--- src/rtl/general_register.sv ---
// WIDTH-bit function-select register with byte-lane writes, shifts/rotates and a serial shift engine.
// Optional macro GENERAL_REGISTER_SAT_EN makes increment/decrement saturate instead of wrap.
module general_register #(
  parameter  int WIDTH = 16,
  localparam int LANES = WIDTH / 8,
  localparam int BSW   = (LANES > 1) ? $clog2(LANES) : 1,
  localparam int SAW   = $clog2(WIDTH) + 1
) (
  input  logic             Clock,
  input  logic             Reset,
  input  logic [WIDTH-1:0] I,
  input  logic             E,
  input  logic [3:0]       FunSel,
  input  logic [BSW-1:0]   ByteSel,
  input  logic [SAW-1:0]   ShAmt,
  output logic [WIDTH-1:0] Q,
  output logic             Z,
  output logic             C,
  output logic             Busy,
  output logic             Done
);

  localparam logic [0:0]       IDLE  = 1'b0;
  localparam logic [0:0]       SHIFT = 1'b1;
  localparam logic [WIDTH-1:0] ONE   = WIDTH'(1);

  logic [0:0]       state_q, state_d;
  logic [SAW-1:0]   cnt_q, cnt_d;
  logic             dir_q, dir_d;
  logic [WIDTH-1:0] q_q, q_d;
  logic             c_q, c_d;
  logic             done_q, done_d;

  // Return {carry, result}; the carry flags the all-ones wrap case.
  function automatic logic [WIDTH:0] inc_f(input logic [WIDTH-1:0] v);
    logic [WIDTH-1:0] r;
    r = v + ONE;
`ifdef GENERAL_REGISTER_SAT_EN
    if (v == '1) r = v;
`endif
    return {(v == '1), r};
  endfunction

  function automatic logic [WIDTH:0] dec_f(input logic [WIDTH-1:0] v);
    logic [WIDTH-1:0] r;
    r = v - ONE;
`ifdef GENERAL_REGISTER_SAT_EN
    if (v == '0) r = v;
`endif
    return {(v == '0), r};
  endfunction

  always_comb begin
    state_d = state_q;
    cnt_d   = cnt_q;
    dir_d   = dir_q;
    q_d     = q_q;
    c_d     = c_q;
    done_d  = 1'b0;
    if (state_q == SHIFT) begin
      // dir_q = 1 means shift right
      if (dir_q) begin
        c_d = q_q[0];
        q_d = {1'b0, q_q[WIDTH-1:1]};
      end else begin
        c_d = q_q[WIDTH-1];
        q_d = {q_q[WIDTH-2:0], 1'b0};
      end
      cnt_d = cnt_q - SAW'(1);
      if (cnt_q == SAW'(1)) begin
        state_d = IDLE;
        done_d  = 1'b1;
      end
    end else if (E) begin
      case (FunSel)
        4'b0000: {c_d, q_d} = dec_f(q_q);
        4'b0001: {c_d, q_d} = inc_f(q_q);
        4'b0010: q_d = I;
        4'b0011: begin
          q_d = '0;
          c_d = 1'b0;
        end
        4'b0100: q_d = {{(WIDTH-8){1'b0}}, I[7:0]};
        4'b0101: begin
          for (int l = 0; l < LANES; l++) begin
            if (int'(ByteSel) == l) q_d[l*8 +: 8] = I[7:0];
          end
        end
        4'b0110: q_d = {{(WIDTH-8){I[7]}}, I[7:0]};
        4'b1000: begin
          c_d = q_q[WIDTH-1];
          q_d = {q_q[WIDTH-2:0], 1'b0};
        end
        4'b1001: begin
          c_d = q_q[0];
          q_d = {1'b0, q_q[WIDTH-1:1]};
        end
        4'b1010: begin
          c_d = q_q[0];
          q_d = {q_q[WIDTH-1], q_q[WIDTH-1:1]};
        end
        4'b1011: begin
          c_d = q_q[WIDTH-1];
          q_d = {q_q[WIDTH-2:0], q_q[WIDTH-1]};
        end
        4'b1100: begin
          c_d = q_q[0];
          q_d = {q_q[0], q_q[WIDTH-1:1]};
        end
        4'b1101, 4'b1110: begin
          dir_d = FunSel[1];
          cnt_d = (ShAmt > SAW'(WIDTH)) ? SAW'(WIDTH) : ShAmt;
          if (cnt_d == '0) done_d  = 1'b1;
          else             state_d = SHIFT;
        end
        default: ;
      endcase
    end
  end

  always_ff @(posedge Clock or negedge Reset) begin
    if (!Reset) begin
      state_q <= IDLE;
      cnt_q   <= '0;
      dir_q   <= 1'b0;
      q_q     <= '0;
      c_q     <= 1'b0;
      done_q  <= 1'b0;
    end else begin
      state_q <= state_d;
      cnt_q   <= cnt_d;
      dir_q   <= dir_d;
      q_q     <= q_d;
      c_q     <= c_d;
      done_q  <= done_d;
    end
  end

  assign Q    = q_q;
  assign Z    = (q_q == '0);
  assign C    = c_q;
  assign Busy = (state_q == SHIFT);
  assign Done = done_q;

endmodule

--- config.mk ---
export PLATFORM = sky130hd
export DESIGN_NAME = general_register
export DESIGN_NICKNAME = d
export VERILOG_FILES = /design/src/rtl/general_register.sv
export SDC_FILE = /design/constraint.sdc
export NUM_CORES = 1
export LEC_CHECK = 0
export ABC_AREA = 1
export CAP_MARGIN = 25
export CORE_MARGIN = 2
export CORE_UTILIZATION = 60
export DETAILED_ROUTE_END_ITERATION = 8
export HOLD_SLACK_MARGIN = 0.06
export PLACE_DENSITY_LB_ADDON = 0.25
export SLEW_MARGIN = 20
export SYNTH_ARGS = -nofsm -noshare
export SYNTH_HDL_FRONTEND = slang
export SYNTH_SLANG_ARGS = --single-unit
--- constraint.sdc ---
create_clock -name Clock -period 6 [get_ports Clock]
set_clock_uncertainty 0.2 [all_clocks]
set_input_delay 1.2 -clock Clock [delete_from_list [all_inputs] [get_ports Clock]]
set_output_delay 1.2 -clock Clock [all_outputs]
set_load 0.01 [all_outputs]
==> results.toml, run 1 <==
[run_status]
status = "complete, no violations"

[detailed_routing]
wl_per_cell_um = 15.87
drt_first_iter_violations = 452
final_antenna_net_count = 0
drt-total-wl_um = 10620
via_count = 3952
drt_first_pass_iters = 5
drc_errors = 0
vias_per_cell = 5.907

[final_layout]
ff_latch_area_sq_um = 625.6
multi_input_area_sq_um = 2215
diodes = 0
fillers = 460
drive_above_1_share_pct = 5.175
fin_nets = 648
syn_to_final_growth_pct = 18.28

[timing]
max_freq_mhz = 237.1
fin_hold_ws_ps = 357.8
rsz0062_at_grt = "no"
tns_ps = 0
fin_crit_ps = 4217
tightest_slew_ps = 870.7
slew_viol_final = 0
final-setup-viol-count = 0
hold_viol_final = 0
fin_crit_sh_pct = 70.28
relSlewSlack_pct = 41.59

[floorplan]
start_util_pct = 62.44
boundaryPins = 49
dieWidth_um = 76.91
row_count = 26
core_sq_um = 5107
dieArea_sq_um = 5914
die_h_um = 76.91

[worst_setup_path]
cp.required_ps = 5990
critPathArrivalTime_ps = 4210
crit_chain = "clkdlybuf4s50_1, nor2_2, nand2_1, ha_1, nor2_1, a21oi_1, nand2_1, nand2_1, nand3b_1, nand2_1, nand2_1, nand3_1, nand2_1, nand2_1, nand2_1"
critical_path.top_delay_family = "simple AND/OR/NAND/NOR gates"
slowest_delay_ps = 620
crit_path_max_fanout = 18
end_kind = "register"
cp-start-kind = "input pin"
cpMostUsedCell = "nand2_1"
slowest_stage = "ha_1"
crit_type = "in -> reg"
crit_buf_inv = 1

[logic_synthesis]
ys_types = 39
synth_edf_count = 0
ys_ff_latch = 25
yosysWarnings = 0
syn_avg_cell_area_sq_um = 5.747
syn_area_sq_um = 3189
ys_seq_area_share_pct = 19.62
synth_nets = 603
synth_cells = 555
async_flop_share_pct = 100.0
synth_ff_type = "dfrtp_1"

[pwr]
p_per_area_nw_per_um2 = 481.2
power.leakage_nw = 1.876
ir_worst_vdd_v = 0.0003224

[clock_network]
cts.path.max_buffers = 2
cts_tree = "built"
cts_resized = 0
numCtsBuffers = 3
cts-root-buf = "clkbuf_8"
htreeDepth = 1
cts_num_sinks = 25
clk_pin_slew_ps = 110
hold_buffers = 0
clk_latency_ps = 280
postCtsSetupBuffers = 0

[place]
portBuffers = 48
hpwl_um = 7957
gp_congestion = 1.022

[global_routing]
grt_max_degree = 28
globalRouteOverflowTotal = 0
grt_pass1_wl_um = 16750
antenna_found_initial = 0
first_global_vias = 3547
gr-usage-all-layers_pct = 35.31

[hold_path]
hp-class = "reg -> reg"

[run]
cap_violations = 0
## synthesized netlist by cell type, drive strengths merged (2+ instances only)
library cell / instances / area [sq um]
ha: 18 / 225.2
nand3b: 2 / 15.01
dfrtp: 25 / 625.6
clkbuf: 6 / 22.52
o211ai: 7 / 52.55
nand2: 177 / 679.4
nor3: 9 / 56.31
xor2: 3 / 26.28
or2: 3 / 18.77
nand4: 8 / 50.05
a21oi: 56 / 284.0
nor4: 5 / 31.28
nor2: 54 / 212.7
clkinv: 3 / 11.26
buf: 4 / 26.27
o31ai: 2 / 15.01
nand3: 48 / 240.2
inv: 77 / 289.0
o22ai: 2 / 12.51
o21ai: 35 / 197.7
a211oi: 2 / 15.01
## worst register-to-register path, delay by kind of cell, from the launching register on
family | cells | cell delay, ps
AO/OA/AOI/OAI | 1 | 150
buffers and inverters | 3 | 1270
flip-flops | 1 | 900
AND/OR/NAND/NOR | 4 | 580
## state kept, by name, indices dropped and copies added, names as in the netlist
name   count
C          1
Busy       1
Q         16
cnt_q      5
dir_q      1
Done       1
## path summary, 6_finish.rpt
kind	start	depth (start not counted)	slack (ps)	endpoint
worst min-delay path	cnt_q[4]	1	360	cnt_q[4]
worst max-delay path	FunSel[2]	15	1780	Q[15]
min in group asynchronous	Reset	2	1070	Q[1]
max in group asynchronous	Reset	2	4250	C
worst min register to register	cnt_q[4]	1	360	cnt_q[4]
worst max register to register	Busy	8	2830	Q[7]
## cells by family (layout without fill, tap and decap cells)
kind of cell / Yosys count / count (layout) / synth area share [%]
compound gates: 109 / 109 / 19.34
xor+xnor: 4 / 4 / 1.099
fa+ha+maj: 19 / 19 / 7.689
buf+inv: 90 / 134 / 10.95
flops: 25 / 25 / 19.62
simple gates: 308 / 308 / 41.31
## layer usage
layer	GRT usage, %	wire length, um	part of all wire, %
met2	57.02	4864	46
met5	0	0	0
met1	47.19	4394	41
met3	5.412	986	9.3
met4	14.36	373	3.5
## cell usage in the layout (no fill, tap or decap), types with 2 or more instances in the layout
master and n:
ha_1 18, inv_2 6, o31ai_1 2, clkbuf_8 3
or2_2 3, a21oi_1 55, a211oi_1 2, xor2_1 3
nand2_1 173, nor3_1 8, o21ai_0 28, clkinv_1 3
nand2_2 3, inv_1 71, o22ai_1 2, nor2_1 50
o21ai_2 6, dfrtp_1 25, clkdlybuf4s50_1 48, nor2_2 4
o211ai_1 7, nand3_1 48, buf_4 2, nand4_1 8
nor4_1 5, nand3b_1 2
## report_power, final
| part | internal (mW) | switching [mW] |
|---|---|---|
| Sequential | 0.249 | 0.197 |
| Combinational | 0.496 | 0.758 |
| Clock | 0.0474 | 0.0679 |
## cell type report
| class | instances | area share [%] |
|---|---|---|
| sequential | 25 | 16.58 |
| tap | 70 | 2.322 |
| inverter | 80 | 7.960 |
| clock buffer | 3 | 1.095 |
| clock inverter | 1 | 0.1990 |
| multi-input combinational | 440 | 58.71 |
| timing repair buffer | 50 | 13.13 |
## through the flow
step	setup slack (ps)	total power [mW]	util (%)	cell area (sq um)	std cells
2_1_floorplan	2622	1.245	-	3189	555
5_1_grt	1606	1.968	73.86	3772	669
4_1_cts	1837	1.773	73.86	3772	669
3_5_place_dp	1545	1.653	72.91	3724	665
3_3_place_gp	1641	1.614	72.91	3724	665
6_report	1783	1.815	73.86	3772	669
(Power assumes the default switching activity.)
==> run 2, diff against run 1 <==
--- a/config.mk
+++ b/config.mk
@@ -8,7 +8,7 @@
 export ABC_AREA = 1
 export CAP_MARGIN = 25
 export CORE_MARGIN = 2
-export CORE_UTILIZATION = 60
+export CORE_UTILIZATION = 56
 export DETAILED_ROUTE_END_ITERATION = 8
 export HOLD_SLACK_MARGIN = 0.06
 export PLACE_DENSITY_LB_ADDON = 0.25
==> constraint.sdc (replaced) <==
create_clock -name Clock -period 4.35 [get_ports Clock]
set_clock_uncertainty 0.2 [all_clocks]
set_input_delay 0.87 -clock Clock [delete_from_list [all_inputs] [get_ports Clock]]
set_output_delay 0.87 -clock Clock [all_outputs]
set_load 0.01 [all_outputs]
==> results.toml, run 2 (same netlist as run 1, synthesis figures left out) <==
[timing]
max_freq_mhz = 271.5
final-setup-viol-count = 0
tightest_slew_ps = 808.2
fin_crit_ps = 3684
relSlewSlack_pct = 46.12
slew_viol_final = 0
fin_crit_sh_pct = 84.68
hold_viol_final = 0
rsz0062_at_grt = "no"
tns_ps = 0

[worst_setup_path]
r2r_cells = 11
crit_type = "in -> reg"
crit_path_max_fanout = 10
r2r_start = "Q[0]"
cp-start-kind = "input pin"
r2r-end = "Q[14]"
end_kind = "register"
cp.required_ps = 4370
r2r_slack_ps = 1660
critPathArrivalTime_ps = 3710

[floorplan]
core_sq_um = 5507
die_h_um = 79.47
row_count = 27
dieArea_sq_um = 6315
dieWidth_um = 79.47
boundaryPins = 49
start_util_pct = 57.92

[final_layout]
final_util_pct = 68.83
layout_common_cells = "173 x nand2_1, 71 x inv_1, 55 x a21oi_1"
largest_register_ffs = 16
syn_to_final_growth_pct = 18.83
layout_commonest_cell = "nand2_1"
diodes = 0
drive_above_1_share_pct = 5.491
fin_nets = 650

[clock_network]
cts.path.max_buffers = 2
cts_resized = 0
clk_latency_ps = 290
numCtsBuffers = 3
cts-root-buf = "clkbuf_8"
hold_buffers = 0
postCtsSetupBuffers = 0
cts_tree = "built"
cts_num_sinks = 25
htreeDepth = 1
clk_pin_slew_ps = 100

[detailed_routing]
vias_per_cell = 5.847
final_antenna_net_count = 0
drt_first_pass_iters = 6
wl_per_cell_um = 15.09
drt_first_iter_violations = 342
drt-total-wl_um = 10150
drc_errors = 0
via_count = 3935

[run_status]
status = "complete, no violations"

[pwr]
p_per_area_nw_per_um2 = 653.7
power.leakage_nw = 1.885
power.total_mw = 2.478
ir_worst_vdd_v = 0.0003970

[global_routing]
gr-usage-all-layers_pct = 32.89
globalRouteOverflowTotal = 0
antenna_found_initial = 0
first_global_vias = 3578
grt_pass1_wl_um = 16530
grt_max_degree = 27

[hold_path]
min_path_cells = 1
holdPathEnd = "cnt_q[4]"
holdCritStartpoint = "cnt_q[4]"
hp-class = "reg -> reg"

[run]
cap_violations = 0

[place]
portBuffers = 48
gp_congestion = 0.9549
hpwl_um = 7816
[run 2: cell types whose count changed in the layout (fill, tap and decap cells not counted), sizes merged]
cell / before / now
buf: 2 / 4
[run 2: how the worst max path moves through the flow]
stage / startpoint / to / depth (start not counted)
2_1_floorplan: FunSel[3] / Q[6] / 12
3_3_place_gp: FunSel[2] / Q[10] / 13
3_5_place_dp: FunSel[2] / Q[10] / 13
4_1_cts: FunSel[2] / Q[10] / 13
5_1_grt: FunSel[1] / Q[14] / 16
6_report: FunSel[2] / Q[10] / 13
[run 2: final cells by class]
| class | instances | area, sq um |
|---|---|---|
| Tap cell | 72 | 90.09 |
| Multi-Input combinational cell | 440 | 2215 |
| Fill cell | 494 | 1717 |
| Inverter | 80 | 300.3 |
| Timing Repair Buffer | 52 | 510.5 |
| Clock buffer | 3 | 41.29 |
| Clock inverter | 1 | 7.507 |
| Sequential cell | 25 | 625.6 |
[run 2: worst max-delay path, stage by stage]
cell	delay, ps
clkdlybuf4s50_1	530
nor2_2	240
nand2_1	310
buf_4	300
ha_1	350
nand2_1	130
nor2_1	250
nand3_1	110
nand3_1	160
nor2_1	50
o21ai_0	190
nand2_1	80
a21oi_1	120
[run 2: power by group]
group / internal (mW) / leakage, nW / switching [mW]
clock network: 0.0655 / 0.0217 / 0.0914
logic: 0.688 / 1.56 / 1.02
registers: 0.344 / 0.302 / 0.266
[run 2: per-stage QoR]
step                      area [sq um]  worst slack, ps  hold WS [ps]  std cells
after floorplan                   3189             1302         301.8        555
after global placement            3741            436.0         330.4        669
after detailed placement          3741            426.9         341.3        669
after CTS                         3790            712.7         372.8        673
after global routing              3790            413.7         396.2        673
final                             3790            666.4         367.4        673
[run 2: layer usage]
| layer | share of wire, % | vias up | track usage [%] |
|---|---|---|---|
| met2 | 46 | 226 | 54.03 |
| li1 | - | 1921 | - |
| met1 | 42 | 1751 | 43.79 |
| met3 | 8.1 | 37 | 3.167 |
| met5 | 0 | - | 0 |
| met4 | 4.0 | 0 | 14.48 |
==> run 3, diff against run 2 <==
==> constraint.sdc (replaced) <==
create_clock -name Clock -period 3.4 [get_ports Clock]
set_clock_uncertainty 0.2 [all_clocks]
set_input_delay 0.68 -clock Clock [delete_from_list [all_inputs] [get_ports Clock]]
set_output_delay 0.68 -clock Clock [all_outputs]
set_load 0.01 [all_outputs]
==> results.toml, run 3 (same netlist as run 1, synthesis figures left out) <==
[final_layout]
syn_to_final_growth_pct = 22.44
layout_common_cells = "172 x nand2_1, 71 x inv_1, 55 x a21oi_1"
drive_above_1_share_pct = 7.818
ff_latch_area_sq_um = 625.6
instances_no_fill = 686
layout_commonest_cell = "nand2_1"
fillers = 509
largest_register_ffs = 16
final_util_pct = 70.92
fin_nets = 663
diodes = 0
multi_input_area_sq_um = 2220

[floorplan]
boundaryPins = 49
dieWidth_um = 79.47
dieArea_sq_um = 6315
core_sq_um = 5507
start_util_pct = 57.92
row_count = 27
die_h_um = 79.47

[worst_setup_path]
crit_path_max_fanout = 5
cp.required_ps = 3380
cp-start-kind = "input pin"
critPathArrivalTime_ps = 3140
crit_type = "in -> reg"
end_kind = "register"

[timing]
slew_viol_final = 0
fin_hold_ws_ps = 367.7
tns_ps = 0
tightest_slew_ps = 504.9
rsz0062_at_grt = "no"
hold_viol_final = 0
relSlewSlack_pct = 66.21
fin_crit_ps = 3168
max_freq_mhz = 315.7
final-setup-viol-count = 0
fin_crit_sh_pct = 93.18

[pwr]
power.leakage_nw = 1.955
p_per_area_nw_per_um2 = 845.4
ir_worst_vdd_v = 0.0005086
power.total_mw = 3.301

[global_routing]
globalRouteOverflowTotal = 0
first_global_vias = 3944
grt_pass1_wl_um = 18370
antenna_found_initial = 0
gr-usage-all-layers_pct = 37.00
grt_max_degree = 27

[clock_network]
postCtsSetupBuffers = 0
cts_resized = 0
cts.path.max_buffers = 2
numCtsBuffers = 3
cts_tree = "built"
hold_buffers = 0
htreeDepth = 1
cts_num_sinks = 25
clk_pin_slew_ps = 110
clk_latency_ps = 280
cts-root-buf = "clkbuf_8"

[detailed_routing]
final_antenna_net_count = 0
vias_per_cell = 5.901
drt-total-wl_um = 11090
via_count = 4048
drt_first_pass_iters = 6
wl_per_cell_um = 16.16
drc_errors = 0
drt_first_iter_violations = 496

[place]
portBuffers = 48
gp_congestion = 1.008
dp_cells = 682
hpwl_um = 8556

[run_status]
status = "complete, no violations"

[hold_path]
hp-class = "reg -> reg"

[run]
cap_violations = 0
[run 3: cell types whose count changed in the layout (fill, tap and decap cells not counted)]
cell and change:
nand2_1 -1, nor2_2 +1, o21ai_1 +1, buf_4 +12, buf_12 +1, nor2_1 -1
o21ai_0 -1, nand2_2 +1
[run 3: worst paths after layout]
| check | start | to | slack [ps] | cells after the start |
|---|---|---|---|---|
| setup / recovery | FunSel[1] | Q[6] | 230 | 15 |
| hold / removal | C | C | 370 | 2 |
| setup reg to reg | Q[0] | Q[6] | 780 | 10 |
| hold reg to reg | C | C | 370 | 2 |
| max in group asynchronous | Reset | Q[15] | 2140 | 2 |
| min in group asynchronous | Reset | Q[11] | 580 | 2 |
[run 3: cell type report]
type,instances,share of cell area [%]
Sequential cell,25,16.02
Tap cell,72,2.307
Inverter,80,7.690
Clock inverter,1,0.1922
Multi-Input combinational cell,440,56.84
Clock buffer,3,1.057
Timing Repair Buffer,65,15.89
[run 3: power by group]
group	switching, mW	total [mW]	leakage, nW	internal (mW)
clock network	0.112	0.196	0.0217	0.0835
registers	0.224	0.666	0.302	0.442
logic	1.51	2.44	1.63	0.932
[run 3: critical path, stage by stage]
cell and delay (ps):
clkdlybuf4s50_1 510, inv_2 50, nand2_1 100, inv_2 60
nand2_2 170, inv_1 100, fa_1 480, nor2_1 140
nor2_1 70, o21ai_1 300, nand2_1 110, nand3_1 130
nand3_1 100, nand3_1 90, nand2_1 50
[run 3: per-stage QoR]
stage,area (sq um),setup WS [ps]
floorplan,3189,542.2
global placement,3851,-149.9
detailed placement,3851,-240.8
CTS,3900,49.64
global route,3905,63.89
finish,3905,232.0
[run 3: routing by layer]
layer / global-route usage, % / up-vias / routed length (um)
li1: - / 1942 / -
met3: 6.222 / 43 / 1172
met2: 60.50 / 283 / 5099
met1: 46.98 / 1780 / 4348
met4: 18.45 / 0 / 465
met5: 0 / - / 0
